File: config.mk
export PLATFORM = sky130hd
export DESIGN_NAME = fetch_debug_ctrl
export DESIGN_NICKNAME = d
export VERILOG_FILES = /design/src/rtl/fetch_debug_pkg.sv /design/src/rtl/fetch_debug_ctrl_word_assembler.sv /design/src/rtl/fetch_debug_ctrl.sv
export SDC_FILE = /design/constraint.sdc
export NUM_CORES = 1
export LEC_CHECK = 0
export CAP_MARGIN = 20
export CORE_MARGIN = 3
export CORE_UTILIZATION = 25
export CTS_CLUSTER_DIAMETER = 80
export DETAILED_ROUTE_END_ITERATION = 16
export PLACE_DENSITY = 0.5
export SYNTH_ARGS = -nofsm -noshare
export SYNTH_HDL_FRONTEND = slang
export SYNTH_SLANG_ARGS = --single-unit
File: constraint.sdc
create_clock -name clk -period 2.3 [get_ports clk]
set_input_delay 0.46 -clock clk [delete_from_list [all_inputs] [get_ports clk]]
set_output_delay 0.46 -clock clk [all_outputs]
set_load 0.03 [all_outputs]
File: src/rtl/fetch_debug_pkg.sv
// fetch_debug_pkg
// Shared definitions for the fetch-stage debug sequencer: word/byte widths,
// the end-of-program marker, UART command bytes and the FSM state encoding.
// Also intended for use by the UART TX reporter.
// Optional feature macro used by the top: FETCH_DEBUG_CYCLE_CNT_EN.
package fetch_debug_pkg;

  localparam int INST_W = 32;
  localparam int BYTE_W = 8;
  localparam int CNT_W  = 10;

  localparam logic [INST_W-1:0] HALT_WORD = 32'hFFFF_FFFF;

  localparam logic [BYTE_W-1:0] CMD_LOAD = 8'h4C;  // 'L'
  localparam logic [BYTE_W-1:0] CMD_RUN  = 8'h43;  // 'C'
  localparam logic [BYTE_W-1:0] CMD_STEP = 8'h53;  // 'S'

  localparam logic [CNT_W-1:0] CNT_MAX = '1;

  typedef enum logic [2:0] {
    ST_IDLE     = 3'd0,
    ST_LOAD     = 3'd1,
    ST_WAIT_CMD = 3'd2,
    ST_RUN      = 3'd3,
    ST_STEP     = 3'd4,
    ST_HALTED   = 3'd5
  } state_t;

endpackage

File: src/rtl/fetch_debug_ctrl_word_assembler.sv
// word_assembler
// Collects UART bytes little-endian into 32-bit words. The fourth byte is not
// stored; it is combined straight into the emitted word so the parent can
// register the write on the same edge that samples the final byte.
// Ports:
//   clk, rst        clock, async active-low reset
//   clr             restart at byte 0 and clear the partial word
//   en              accept byte_in this cycle
//   byte_in         incoming byte
//   word_valid      high in the cycle the fourth byte is accepted
//   word            assembled word (valid with word_valid)
module word_assembler
  import fetch_debug_pkg::*;
(
  input  logic              clk,
  input  logic              rst,
  input  logic              clr,
  input  logic              en,
  input  logic [BYTE_W-1:0] byte_in,
  output logic              word_valid,
  output logic [INST_W-1:0] word
);

  logic [1:0]                 idx;
  logic [INST_W-BYTE_W-1:0]   shift_q;

  always_ff @(posedge clk or negedge rst) begin
    if (!rst) begin
      idx     <= 2'd0;
      shift_q <= '0;
    end else if (clr) begin
      idx     <= 2'd0;
      shift_q <= '0;
    end else if (en) begin
      case (idx)
        2'd0:    shift_q[7:0]   <= byte_in;
        2'd1:    shift_q[15:8]  <= byte_in;
        2'd2:    shift_q[23:16] <= byte_in;
        default: ;
      endcase
      idx <= idx + 2'd1;
    end
  end

  assign word_valid = en && (idx == 2'd3);
  assign word       = {byte_in, shift_q};

endmodule

File: src/rtl/fetch_debug_ctrl.sv
// fetch_debug_ctrl
// Debug sequencer for the instruction-fetch stage: loads a program from the
// UART byte stream into instruction memory, then gates PC advance in
// continuous-run or single-step mode until the HALT word is fetched.
// Optional macro FETCH_DEBUG_CYCLE_CNT_EN adds run_cycles (cycles with PC
// enabled since the last load).
// Ports:
//   clk, rst          clock, async active-low reset
//   rx_data/rx_valid  UART byte and one-cycle strobe
//   if_instruction    instruction presented by the fetch stage
//   wr_instruction    one-cycle memory write strobe
//   data_instruction  word written (held after the strobe)
//   stop_pc           1 = freeze PC
//   inst_count        words written since the last load (saturating)
//   busy              high in LOAD/RUN/STEP
//   done              level, program reached HALT in run/step
//   run_cycles        (macro only) cycles with stop_pc=0
//
// state       | meaning
// ------------+----------------------------------------------
// ST_IDLE     | after reset, waiting for 'L'
// ST_LOAD     | assembling bytes into words, writing memory
// ST_WAIT_CMD | program loaded, waiting for 'C', 'S' or 'L'
// ST_RUN      | PC free-running until HALT is fetched
// ST_STEP     | PC enabled for a single cycle
// ST_HALTED   | HALT fetched, done high, waiting for 'L'
module fetch_debug_ctrl
  import fetch_debug_pkg::*;
(
  input  logic              clk,
  input  logic              rst,
  input  logic [BYTE_W-1:0] rx_data,
  input  logic              rx_valid,
  input  logic [INST_W-1:0] if_instruction,
  output logic              wr_instruction,
  output logic [INST_W-1:0] data_instruction,
  output logic              stop_pc,
  output logic [CNT_W-1:0]  inst_count,
  output logic              busy,
  output logic              done
`ifdef FETCH_DEBUG_CYCLE_CNT_EN
  ,
  output logic [31:0]       run_cycles
`endif
);

  state_t state, state_nx;

  logic              load_entry;
  logic              asm_en;
  logic              word_valid;
  logic [INST_W-1:0] word;
  logic              wr_nx;
  logic [INST_W-1:0] data_nx;
  logic [CNT_W-1:0]  cnt_nx;
  logic              done_nx;

  assign asm_en = (state == ST_LOAD) && rx_valid;

  word_assembler u_asm (
    .clk        (clk),
    .rst        (rst),
    .clr        (load_entry),
    .en         (asm_en),
    .byte_in    (rx_data),
    .word_valid (word_valid),
    .word       (word)
  );

  always_ff @(posedge clk or negedge rst) begin
    if (!rst) state <= ST_IDLE;
    else      state <= state_nx;
  end

  always_comb begin
    state_nx   = state;
    load_entry = 1'b0;
    wr_nx      = 1'b0;
    data_nx    = data_instruction;
    cnt_nx     = inst_count;
    done_nx    = done;
    case (state)
      ST_IDLE: begin
        if (rx_valid && rx_data == CMD_LOAD) load_entry = 1'b1;
      end
      ST_LOAD: begin
        if (word_valid) begin
          wr_nx   = 1'b1;
          data_nx = word;
          if (inst_count != CNT_MAX) cnt_nx = inst_count + CNT_W'(1);
          if (word == HALT_WORD) state_nx = ST_WAIT_CMD;
        end
      end
      ST_WAIT_CMD: begin
        if (rx_valid) begin
          case (rx_data)
            CMD_LOAD: load_entry = 1'b1;
            CMD_RUN:  state_nx   = ST_RUN;
            CMD_STEP: state_nx   = ST_STEP;
            default:  ;
          endcase
        end
      end
      ST_RUN: begin
        if (if_instruction == HALT_WORD) begin
          state_nx = ST_HALTED;
          done_nx  = 1'b1;
        end
      end
      ST_STEP: begin
        if (if_instruction == HALT_WORD) begin
          state_nx = ST_HALTED;
          done_nx  = 1'b1;
        end else begin
          state_nx = ST_WAIT_CMD;
        end
      end
      ST_HALTED: begin
        if (rx_valid && rx_data == CMD_LOAD) load_entry = 1'b1;
      end
      default: state_nx = ST_IDLE;
    endcase
    if (load_entry) begin
      state_nx = ST_LOAD;
      cnt_nx   = '0;
      done_nx  = 1'b0;
    end
  end

  // Outputs are registered from the next-state decode so they line up with
  // the state they describe.
  always_ff @(posedge clk or negedge rst) begin
    if (!rst) begin
      wr_instruction   <= 1'b0;
      data_instruction <= '0;
      stop_pc          <= 1'b1;
      inst_count       <= '0;
      busy             <= 1'b0;
      done             <= 1'b0;
    end else begin
      wr_instruction   <= wr_nx;
      data_instruction <= data_nx;
      stop_pc          <= !(state_nx == ST_RUN || state_nx == ST_STEP);
      inst_count       <= cnt_nx;
      busy             <= (state_nx == ST_LOAD) || (state_nx == ST_RUN) ||
                          (state_nx == ST_STEP);
      done             <= done_nx;
    end
  end

`ifdef FETCH_DEBUG_CYCLE_CNT_EN
  always_ff @(posedge clk or negedge rst) begin
    if (!rst)            run_cycles <= '0;
    else if (load_entry) run_cycles <= '0;
    else if (!stop_pc)   run_cycles <= run_cycles + 32'd1;
  end
`endif

endmodule
==> results.json <==
{
  "outcome": "completed",
  "cts.htree.levels": 3,
  "clock_latency_ns": 0.33,
  "io_buffers": 88,
  "crit_slowest_cell": "clkdlybuf4s50_1",
  "syn_area_um2": 3380,
  "drtIter0Drc": 64,
  "ys_seq_area_frac": 0.556,
  "finalNetCount": 476,
  "synth_nets": 360,
  "power_switching_mw": 1.19,
  "drive_gt1_frac": 0.192,
  "hold_class": "input pin to asynchronous set/reset pin",
  "critPathMaxFanout": 3,
  "rr_startpoint": "state[2]",
  "grt_max_degree": 44,
  "hold-worst-slack_ns": 0.0747,
  "multi_input_area_um2": 1400,
  "die_h_um": 122,
  "async_reset_ff_frac": 1.00,
  "track_usage": 0.131,
  "seq_area_um2": 1880,
  "drv_slew": 0,
  "gr-max-usage-layer": "met2",
  "relSlewSlack": 0.691,
  "placedInstanceArea_um2": 4660,
  "cts_tree": "built",
  "grt-ovfl-total": 0,
  "postSynthCellCount": 312,
  "tightest_slew_ns": 0.463,
  "swShare": 0.279,
  "finalWirelength_um": 9160,
  "synth_edf_count": 0,
  "ys_types": 44,
  "stdcell_area_um2": 5010,
  "power_mw": 4.27,
  "antenna_found_initial": 0,
  "gp_congestion": 0.807,
  "fillers": 1292,
  "dp_slack_ns": -0.164,
  "post_cts_resized": 0,
  "start_kind": "input pin",
  "layout_commonest_cell": "clkdlybuf4s50_1",
  "grt_pass1_wl_um": 15200,
  "drt-vias-per-instance": 4.56,
  "powerDensity_nw_per_um2": 853,
  "worst_slack_ns": 0.235,
  "hold_buffers": 0,
  "setup_violations": 0,
  "start_util": 0.261,
  "clockBufferDepth": 2,
  "rows": 41,
  "critPathLaunch": "if_instruction[30]",
  "post_cts_buffers": 0,
  "power.leakage_nw": 2.22,
  "cts_buffers": 9,
  "finalCritPeriodShare": 0.898,
  "yosysWarningCount": 0,
  "drc": 0,
  "synth_ff_type": "dfrtp_1",
  "firstDrtPassIters": 4,
  "grt_use_met1": 0.174,
  "worstPathArrival_ns": 2.32,
  "diodes": 0,
  "synth.avg_cell_area_um2": 10.8,
  "grt_pass1_vias": 2920,
  "path_cells": "clkdlybuf4s50_1 > nand4_1 > nor4_1 > buf_4 > a32o_1 > a211oi_1 > or2_1 > o31a_1",
  "wl_per_cell_um": 15.1,
  "coreArea_um2": 12900,
  "die_area_um2": 14900,
  "rsz0062_at_grt": "no",
  "pwr-share-clk": 0.377,
  "drv_cap": 0,
  "hpwl_um": 6910,
  "p_seq_frac": 0.414,
  "cp.required_ns": 2.55,
  "max_freq_ghz": 0.484,
  "layout_min_cycle_time_ns": 2.07,
  "finClkSkew_ns": 0.00667,
  "pwr-share-comb": 0.209,
  "placedCellCount": 589,
  "layout_common_cells": "clkdlybuf4s50_1, dfrtp_1, nand2_1",
  "p_int_mw": 3.08,
  "io_pins": 89,
  "drt.antenna.violating_nets": 0,
  "grt_use_met3": 0.0323,
  "die_w_um": 122,
  "path_clk_slew_ns": 0.06,
  "cts_root_buf": "clkbuf_16",
  "criticalPathCategory": "input pin to flop",
  "syn2layout_area_growth_pct": 48.2,
  "hold_violations": 0,
  "final_cells": 605,
  "path_delay_family": "simple AND/OR/NAND/NOR gates",
  "path_buf_inv": 2,
  "via_count": 2761,
  "ir_drop_mv": 0.423,
  "cpPeakStageDelay_ns": 0.46,
  "grt_util_met2": 0.210,
  "crit_path_end_kind": "flop",
  "ys_ff_latch": 75,
  "clock-sinks": 75
}
cell families (layout without fill, tap and decap cells):
logic type / after synthesis / after routing / synth area share
AO/OA/AOI/OAI: 42 / 42 / 0.0789
XOR/XNOR: 10 / 10 / 0.0259
adder cells (fa/ha/maj): 5 / 5 / 0.0185
buffers and inverters: 23 / 144 / 0.0307
flip-flops: 75 / 75 / 0.556
multiplexers: 29 / 29 / 0.0963
AND/OR/NAND/NOR: 128 / 128 / 0.194
cell type report:
cell class | instances | area share
clock buffer | 11 | 0.0485
clock inverter | 5 | 0.0200
inverter | 11 | 0.00825
multi-input combinational | 214 | 0.279
sequential | 75 | 0.375
tap | 172 | 0.0430
timing repair buffer | 117 | 0.226
cells in the mapped netlist (3+ instances only):
library cell,n,share of area
xor2_1,7,0.018
o21ai_0,13,0.019
ha_1,5,0.019
nand4_1,19,0.035
nor4_1,4,0.0074
nor2_1,17,0.019
and2_1,4,0.0074
inv_1,10,0.011
nand2_1,57,0.063
dfrtp_1,74,0.55
a21oi_1,13,0.019
clkbuf_1,8,0.0089
nand3_1,9,0.013
o22ai_1,6,0.011
xnor2_1,3,0.0078
o31ai_1,3,0.0067
mux2_2,28,0.093
power by group through the flow:
stage	Clock (mW)	Combinational (mW)	Sequential (mW)
after floorplan	0	0.322	1.92
after detailed placement	0	0.904	1.79
after CTS	1.67	0.910	1.77
final	1.61	0.892	1.77
after global placement	0	0.893	1.78
after global routing	1.73	0.989	1.81
per-stage QoR:
stage | TNS [ns] | util
2_1_floorplan | 0 | -
3_3_place_gp | -0.129 | 0.361
3_5_place_dp | -0.227 | 0.361
4_1_cts | 0 | 0.387
5_1_grt | 0 | 0.387
6_report | 0 | 0.387
worst register-to-register path: cells and delay by family (launching register included):
kind,cells,cell delay [ns]
simple gates,4,0.76
flops,1,0.46
compound gates,2,0.43
buf+inv,1,0.09
path summary, 6_finish.rpt:
kind / end / cells after the start / slack [ns]
hold reg to reg: data_instruction[16] / 2 / 0.49
min in group clk: data_instruction[16] / 2 / 0.49
setup / recovery: stop_pc / 8 / 0.23
setup reg to reg: stop_pc / 7 / 0.50
hold / removal: inst_count[8] / 1 / 0.07
max in group asynchronous: u_asm.shift_q[7] / 2 / 1.64
layer usage:
metal | routed length (µm) | share of wire
met1 | 4230 | 0.46
met2 | 4500 | 0.49
met3 | 287 | 0.031
met4 | 146 | 0.016
met5 | 0 | 0
state kept, by name, summed over array words and instances, names as in the netlist:
register / cells
busy: 1
data_instruction: 32
done: 1
inst_count: 10
state: 3
stop_pc: 1
u_asm.idx: 2
u_asm.shift_q: 24
wr_instruction: 1
No activity file was read; power rests on OpenSTA's default activity.
==> variant 1, RTL diff (config.mk and constraints unchanged) <==
Add an input register stage for `rx_data`, `rx_valid` and `if_instruction`, without a reset; this delays them by one clock. Comments in the files are not updated.
--- a/src/rtl/fetch_debug_ctrl.sv
+++ b/src/rtl/fetch_debug_ctrl.sv
@@ -44,6 +44,16 @@
 `endif
 );
 
+  logic [BYTE_W-1:0] rx_data_q;
+  logic rx_valid_q;
+  logic [INST_W-1:0] if_instruction_q;
+
+  always_ff @(posedge clk) begin
+    rx_data_q        <= rx_data;
+    rx_valid_q       <= rx_valid;
+    if_instruction_q <= if_instruction;
+  end
+
   state_t state, state_nx;
 
   logic              load_entry;
@@ -55,14 +65,14 @@
   logic [CNT_W-1:0]  cnt_nx;
   logic              done_nx;
 
-  assign asm_en = (state == ST_LOAD) && rx_valid;
+  assign asm_en = (state == ST_LOAD) && rx_valid_q;
 
   word_assembler u_asm (
     .clk        (clk),
     .rst        (rst),
     .clr        (load_entry),
     .en         (asm_en),
-    .byte_in    (rx_data),
+    .byte_in    (rx_data_q),
     .word_valid (word_valid),
     .word       (word)
   );
@@ -81,7 +91,7 @@
     done_nx    = done;
     case (state)
       ST_IDLE: begin
-        if (rx_valid && rx_data == CMD_LOAD) load_entry = 1'b1;
+        if (rx_valid_q && rx_data_q == CMD_LOAD) load_entry = 1'b1;
       end
       ST_LOAD: begin
         if (word_valid) begin
@@ -92,8 +102,8 @@
         end
       end
       ST_WAIT_CMD: begin
-        if (rx_valid) begin
-          case (rx_data)
+        if (rx_valid_q) begin
+          case (rx_data_q)
             CMD_LOAD: load_entry = 1'b1;
             CMD_RUN:  state_nx   = ST_RUN;
             CMD_STEP: state_nx   = ST_STEP;
@@ -102,13 +112,13 @@
         end
       end
       ST_RUN: begin
-        if (if_instruction == HALT_WORD) begin
+        if (if_instruction_q == HALT_WORD) begin
           state_nx = ST_HALTED;
           done_nx  = 1'b1;
         end
       end
       ST_STEP: begin
-        if (if_instruction == HALT_WORD) begin
+        if (if_instruction_q == HALT_WORD) begin
           state_nx = ST_HALTED;
           done_nx  = 1'b1;
         end else begin
@@ -116,7 +126,7 @@
         end
       end
       ST_HALTED: begin
-        if (rx_valid && rx_data == CMD_LOAD) load_entry = 1'b1;
+        if (rx_valid_q && rx_data_q == CMD_LOAD) load_entry = 1'b1;
       end
       default: state_nx = ST_IDLE;
     endcase
Function: changed (a bounded check fails within 4 cycles, from zero or initial values and one cycle with rst low).
==> variant 1 against the unedited design <==
- sequential share of layout area grew 7.2 points
- power is 30% higher
- sequential cell count increased by 41
- area after synthesis grew 25%
- worst setup slack barely moved
- clock power increased by 64%
- first-iteration DRC count grew to 3.6 times the old value
- sequential power grew 37%
- design area rose by 21%
- synthesized cell count increased by 13%
- wire length is 9.0% higher
==> variant 1: results (changes against the unedited design) <==
| Metric | Value |
|---|---|
| Yosys warnings | 0 (unchanged) |
| WL per Instance | 14.5 microns (-4.3%) |
| H-tree depth | 4 (+1) |
| DR top layer | met4 |
| Arr. time, crit path | 1.60 ns (-0.72 ns) |
| Final wirelength | 9990 microns (+9.0%) |
| Vias in the first global route | 3201 (+9.6%) |
| GRT Overall Usage | 0.117 (-0.0147) |
| Hpwl dp | 7300 microns (+5.7%) |
| Fin nets | 508 (+6.7%) |
| Slew Limit Headroom | 0.586 (-0.105) |
| Hold Path Class | in -> async |
| Post-synth ARST share | 0.647 (-0.353) |
| Met1 usage | 0.139 (-0.0350) |
| Max IR drop VDD | 0.000512 V (+21%) |
| Worst Reg2Reg Path Length in Cells | 5 (-2) |
| First-pass GRT wire length | 16500 microns (+8.4%) |
| Post-synth top cells | 74 x dfrtp_1, 55 x nand2_1, 41 x dfxtp_1 |
| Syn Nets | 401 (+11%) |
| WL met2 | 4750 microns (+5.7%) |
| R2r setup slk | 0.42 ns (-0.08 ns) |
| Worst-skew pair later-pin latency | 0.41 ns (+0.08 ns) |
| Status | finished clean |
| Largest cells by area after synthesis | dfrtp_1 44%, dfxtp_1 19%, mux2_2 8.3% |
| Post-synth cell types | 45 (+2.3%) |
| Grt met3 use | 0.0563 (+0.0240) |
| Min Tclk post-route | 2.06 ns (-0.000460 ns) |
| Crit path max fanout | 1 (-2) |
| # resized after CTS | 0 (unchanged) |
| Mapped Cells | 353 (+13%) |
| RD Place Congestion | 0.819 (+1.5%) |
| Fraction of layout cells with a size suffix above 1 | 0.173 (-0.0183) |
| RR Endpoint | busy |
| Placed cell count | 657 (+12%) |
| CTS Buf Count | 17 (+8) |
| Critical Path End | stop_pc |
| Final hold slack | 0.00335 ns (-0.0714 ns) |
| Cell internal pwr | 4190 uW (+36%) |
| Wire length on met1 | 4300 microns (+1.8%) |
| Top Registers | data_instruction x32, if_instruction_q x32, u_asm.shift_q x24 |
| Fin Clk Skew | 0.00695 ns (+0.000281 ns) |
| Routed vias/inst | 4.36 (-4.4%) |
| Fillers | 1589 (+23%) |
| Met3 wire length | 820 microns (+190%) |
| Antenna cells | 0 (unchanged) |
| RR Startpoint | rx_data_q[0] |
| Pre-antenna DRT Iters | 6 (+2) |
| Combinational share of power | 0.089 (-0.120) |
| Tot Pwr | 5560 uW (+30%) |
| Leak | 0.00258 uW (+16%) |
| Met2 Track Usage GR | 0.183 (-0.0270) |
| Slowest Stage Delay on Critical Path | 0.69 ns (+0.23 ns) |
| Initial drt markers | 230 (+260%) |
| Dpl cell area | 5420 sq um (+16%) |
| Clock transition at the registers of the reported paths | 0.06 ns (about the same) |
| Largest net degree at the start of global routing | 42 (-4.5%) |
| Clock group power | 2640 uW (+64%) |
| Seq/Total Area, Yosys | 0.639 (+0.0834) |
| Top delay family on crit path | buffers and inverters |
| Worst Setup SP | stop_pc |
==> variant 1: changes by cell type after synthesis, moves of 4 or more <==
cell      before  now
buf_2          2    6
clkbuf_1       8    4
dfxtp_1        0   41
xnor2_1        3    8
xor2_1         7    2
==> variant 1: layout make-up <==
cell class | count | area (sq um) | share of cell area
Clock buffer | 21 | 504 | 0.0836
Clock inverter | 11 | 109 | 0.0180
Inverter | 8 | 30.0 | 0.00498
Multi-Input combinational cell | 218 | 1440 | 0.238
Sequential cell | 116 | 2700 | 0.447
Tap cell | 216 | 270 | 0.0448
Timing Repair Buffer | 99 | 986 | 0.163
==> variant 1: kinds of logic (layout without fill, tap and decap cells) <==
family | Yosys count | after routing | share of synthesized area
simple gates | 126 | 126 | 0.148
flops | 116 | 116 | 0.639
compound gates | 45 | 45 | 0.0714
mux | 32 | 32 | 0.0851
buf+inv | 19 | 139 | 0.0204
xor+xnor | 10 | 10 | 0.0207
fa+ha+maj | 5 | 5 | 0.0148
==> variant 2, RTL diff (same settings) <==
Without the edit above. Set the package constant `CNT_W` to 20 (it was 10).
--- a/src/rtl/fetch_debug_pkg.sv
+++ b/src/rtl/fetch_debug_pkg.sv
@@ -7,7 +7,7 @@
 
   localparam int INST_W = 32;
   localparam int BYTE_W = 8;
-  localparam int CNT_W  = 10;
+  localparam int CNT_W  = 20;
 
   localparam logic [INST_W-1:0] HALT_WORD = 32'hFFFF_FFFF;
 
Ports: changed (resized inst_count); port bits go from 89 to 99. The function was not compared with the original's and may differ.
==> variant 2 against the unedited design <==
- synthesized cell count increased by 24%
- wire length rose by 27%
- area after synthesis up 20%
- design area rose by 16%
- combinational power fell by 42%
- worst setup slack worse by 0.095 ns
- sequential share of layout area decreased by 1.0 points
- power shrank 14%
- die area grew 19%
- sequential cell count rose by 10
- clock power fell by 16%
- critical path type unchanged
- largest cell class unchanged
==> variant 2: results (changes against the unedited design) <==
| Metric | Value |
|---|---|
| Crit-path slowest cell | clkdlybuf4s50_1 |
| Clock transition at the registers of the reported paths | 0.06 ns (about the same) |
| Leak | 0.00263 uW (+19%) |
| CTS Buf Count | 9 (unchanged) |
| Seq/Total Area, Yosys | 0.524 (-0.0322) |
| Hpwl dp | 8790 microns (+27%) |
| Grt met3 use | 0.0404 (+0.00815) |
| Met1 usage | 0.172 (-0.00210) |
| Syn Nets | 434 (+21%) |
| Met2 Track Usage GR | 0.217 (+0.00744) |
| Crit path max fanout | 5 (+2) |
| Slew Limit Headroom | 0.616 (-0.0748) |
| First-pass GRT wire length | 18800 microns (+24%) |
| Status | finished clean |
| Post-synth ARST share | 1.00 (unchanged) |
| H-tree depth | 3 (unchanged) |
| RD Place Congestion | 0.800 (-0.95%) |
| Largest net degree at the start of global routing | 46 (+4.5%) |
| Antenna cells | 0 (unchanged) |
| Worst-skew pair later-pin latency | 0.35 ns (+0.02 ns) |
| Bufs on Longest Clock Path | 2 (unchanged) |
| WL per Instance | 15.8 microns (+4.5%) |
| Via count | 3483 (+26%) |
| Initial antenna violation count | 0 (unchanged) |
| GRT Overall Usage | 0.133 (+0.00208) |
| Initial drt markers | 135 (+110%) |
| Slowest Stage Delay on Critical Path | 0.59 ns (+0.13 ns) |
| Fraction of layout cells with a size suffix above 1 | 0.197 (+0.00525) |
| Largest cells by area after synthesis | dfrtp_1 52%, mux2_2 8.6%, nand2_1 6.2% |
| Max IR drop VDD | 0.000324 V (-23%) |
| Post-synth cell types | 51 (+16%) |
| Clock root buffer | clkbuf_16 |
| Post-synth top cells | 84 x dfrtp_1, 67 x nand2_1, 31 x mux2_2 |
| Port Buf Inserts | 98 (+11%) |
| Fillers | 1564 (+21%) |
| Fin Clk Skew | 0.0124 ns (+0.00574 ns) |
| Yosys warnings | 0 (unchanged) |
| Fin nets | 567 (+19%) |
| Setup bufs post-CTS | 0 (unchanged) |
| Hold Path Class | in -> async |
| Arr. time, crit path | 2.42 ns (+0.10 ns) |
| Top Registers | data_instruction x32, u_asm.shift_q x24, inst_count x20 |
| Pre-antenna DRT Iters | 4 (unchanged) |
-- variant 2: final timing paths --
| path | start | end | slack [ns] | depth (start not counted) |
|---|---|---|---|---|
| worst max-delay path | rx_data[7] | stop_pc | 0.14 | 6 |
| worst min-delay path | rst | data_instruction[6] | 0.09 | 1 |
| worst max register to register | state[0] | inst_count[9] | 0.32 | 6 |
| worst min register to register | data_instruction[28] | data_instruction[28] | 0.49 | 2 |
| max in group asynchronous | rst | stop_pc | 1.51 | 2 |
| min in group clk | data_instruction[28] | data_instruction[28] | 0.49 | 2 |
-- variant 2: cell families after synthesis --
group,share of synthesized area
and+or+nand+nor,0.226
DFF,0.524
AOI/OAI and AO/OA,0.0973
muxes,0.101
buffers and inverters,0.0329
adders and majority gates,0.0154
xor gates and xnor gates,0.00431
-- variant 2: what timing repair did --
action / 4_1_cts / 5_1_grt
setup endpoints to repair: 0 / 5
resized for setup: 0 / 1
hold endpoints to repair: 0 / 0
-- variant 2: through the flow --
step           power, uW  cell area [sq um]  instances   util  setup slack, ns
2_1_floorplan       2060               4060        386      -            0.325
3_3_place_gp        2350               5550        719  0.357           -0.160
3_5_place_dp        2360               5550        719  0.357           -0.183
4_1_cts             3740               5830        734  0.375           0.0985
5_1_grt             3880               5830        734  0.375           0.0324
6_report            3670               5830        734  0.375            0.140
-- variant 2: report_power, final --
part | leakage (uW) | switching [uW] | internal, uW
clock network | 0.000135 | 595 | 756
logic | 0.00133 | 262 | 256
registers | 0.00117 | 144 | 1660
-- variant 2: per-layer routing --
layer	part of all wire	up-vias
met5	0	-
met4	0.015	0
met3	0.040	14
met2	0.49	74
met1	0.46	1722
li1	-	1673
-- variant 2: final cells by class --
| cell class | count | area, sq um | area share |
|---|---|---|---|
| tap | 211 | 264 | 0.0453 |
| multi-input combinational | 273 | 1820 | 0.312 |
| clock inverter | 5 | 35.0 | 0.00601 |
| clock buffer | 10 | 239 | 0.0410 |
| sequential | 85 | 2130 | 0.365 |
| inverter | 9 | 33.8 | 0.00579 |
| timing repair buffer | 141 | 1310 | 0.225 |
-- variant 2: critical path, delay by kind of cell --
family | cells | cell delay, ns
buffers and inverters | 1 | 0.59
AO/OA/AOI/OAI | 3 | 0.67
AND/OR/NAND/NOR | 2 | 0.68
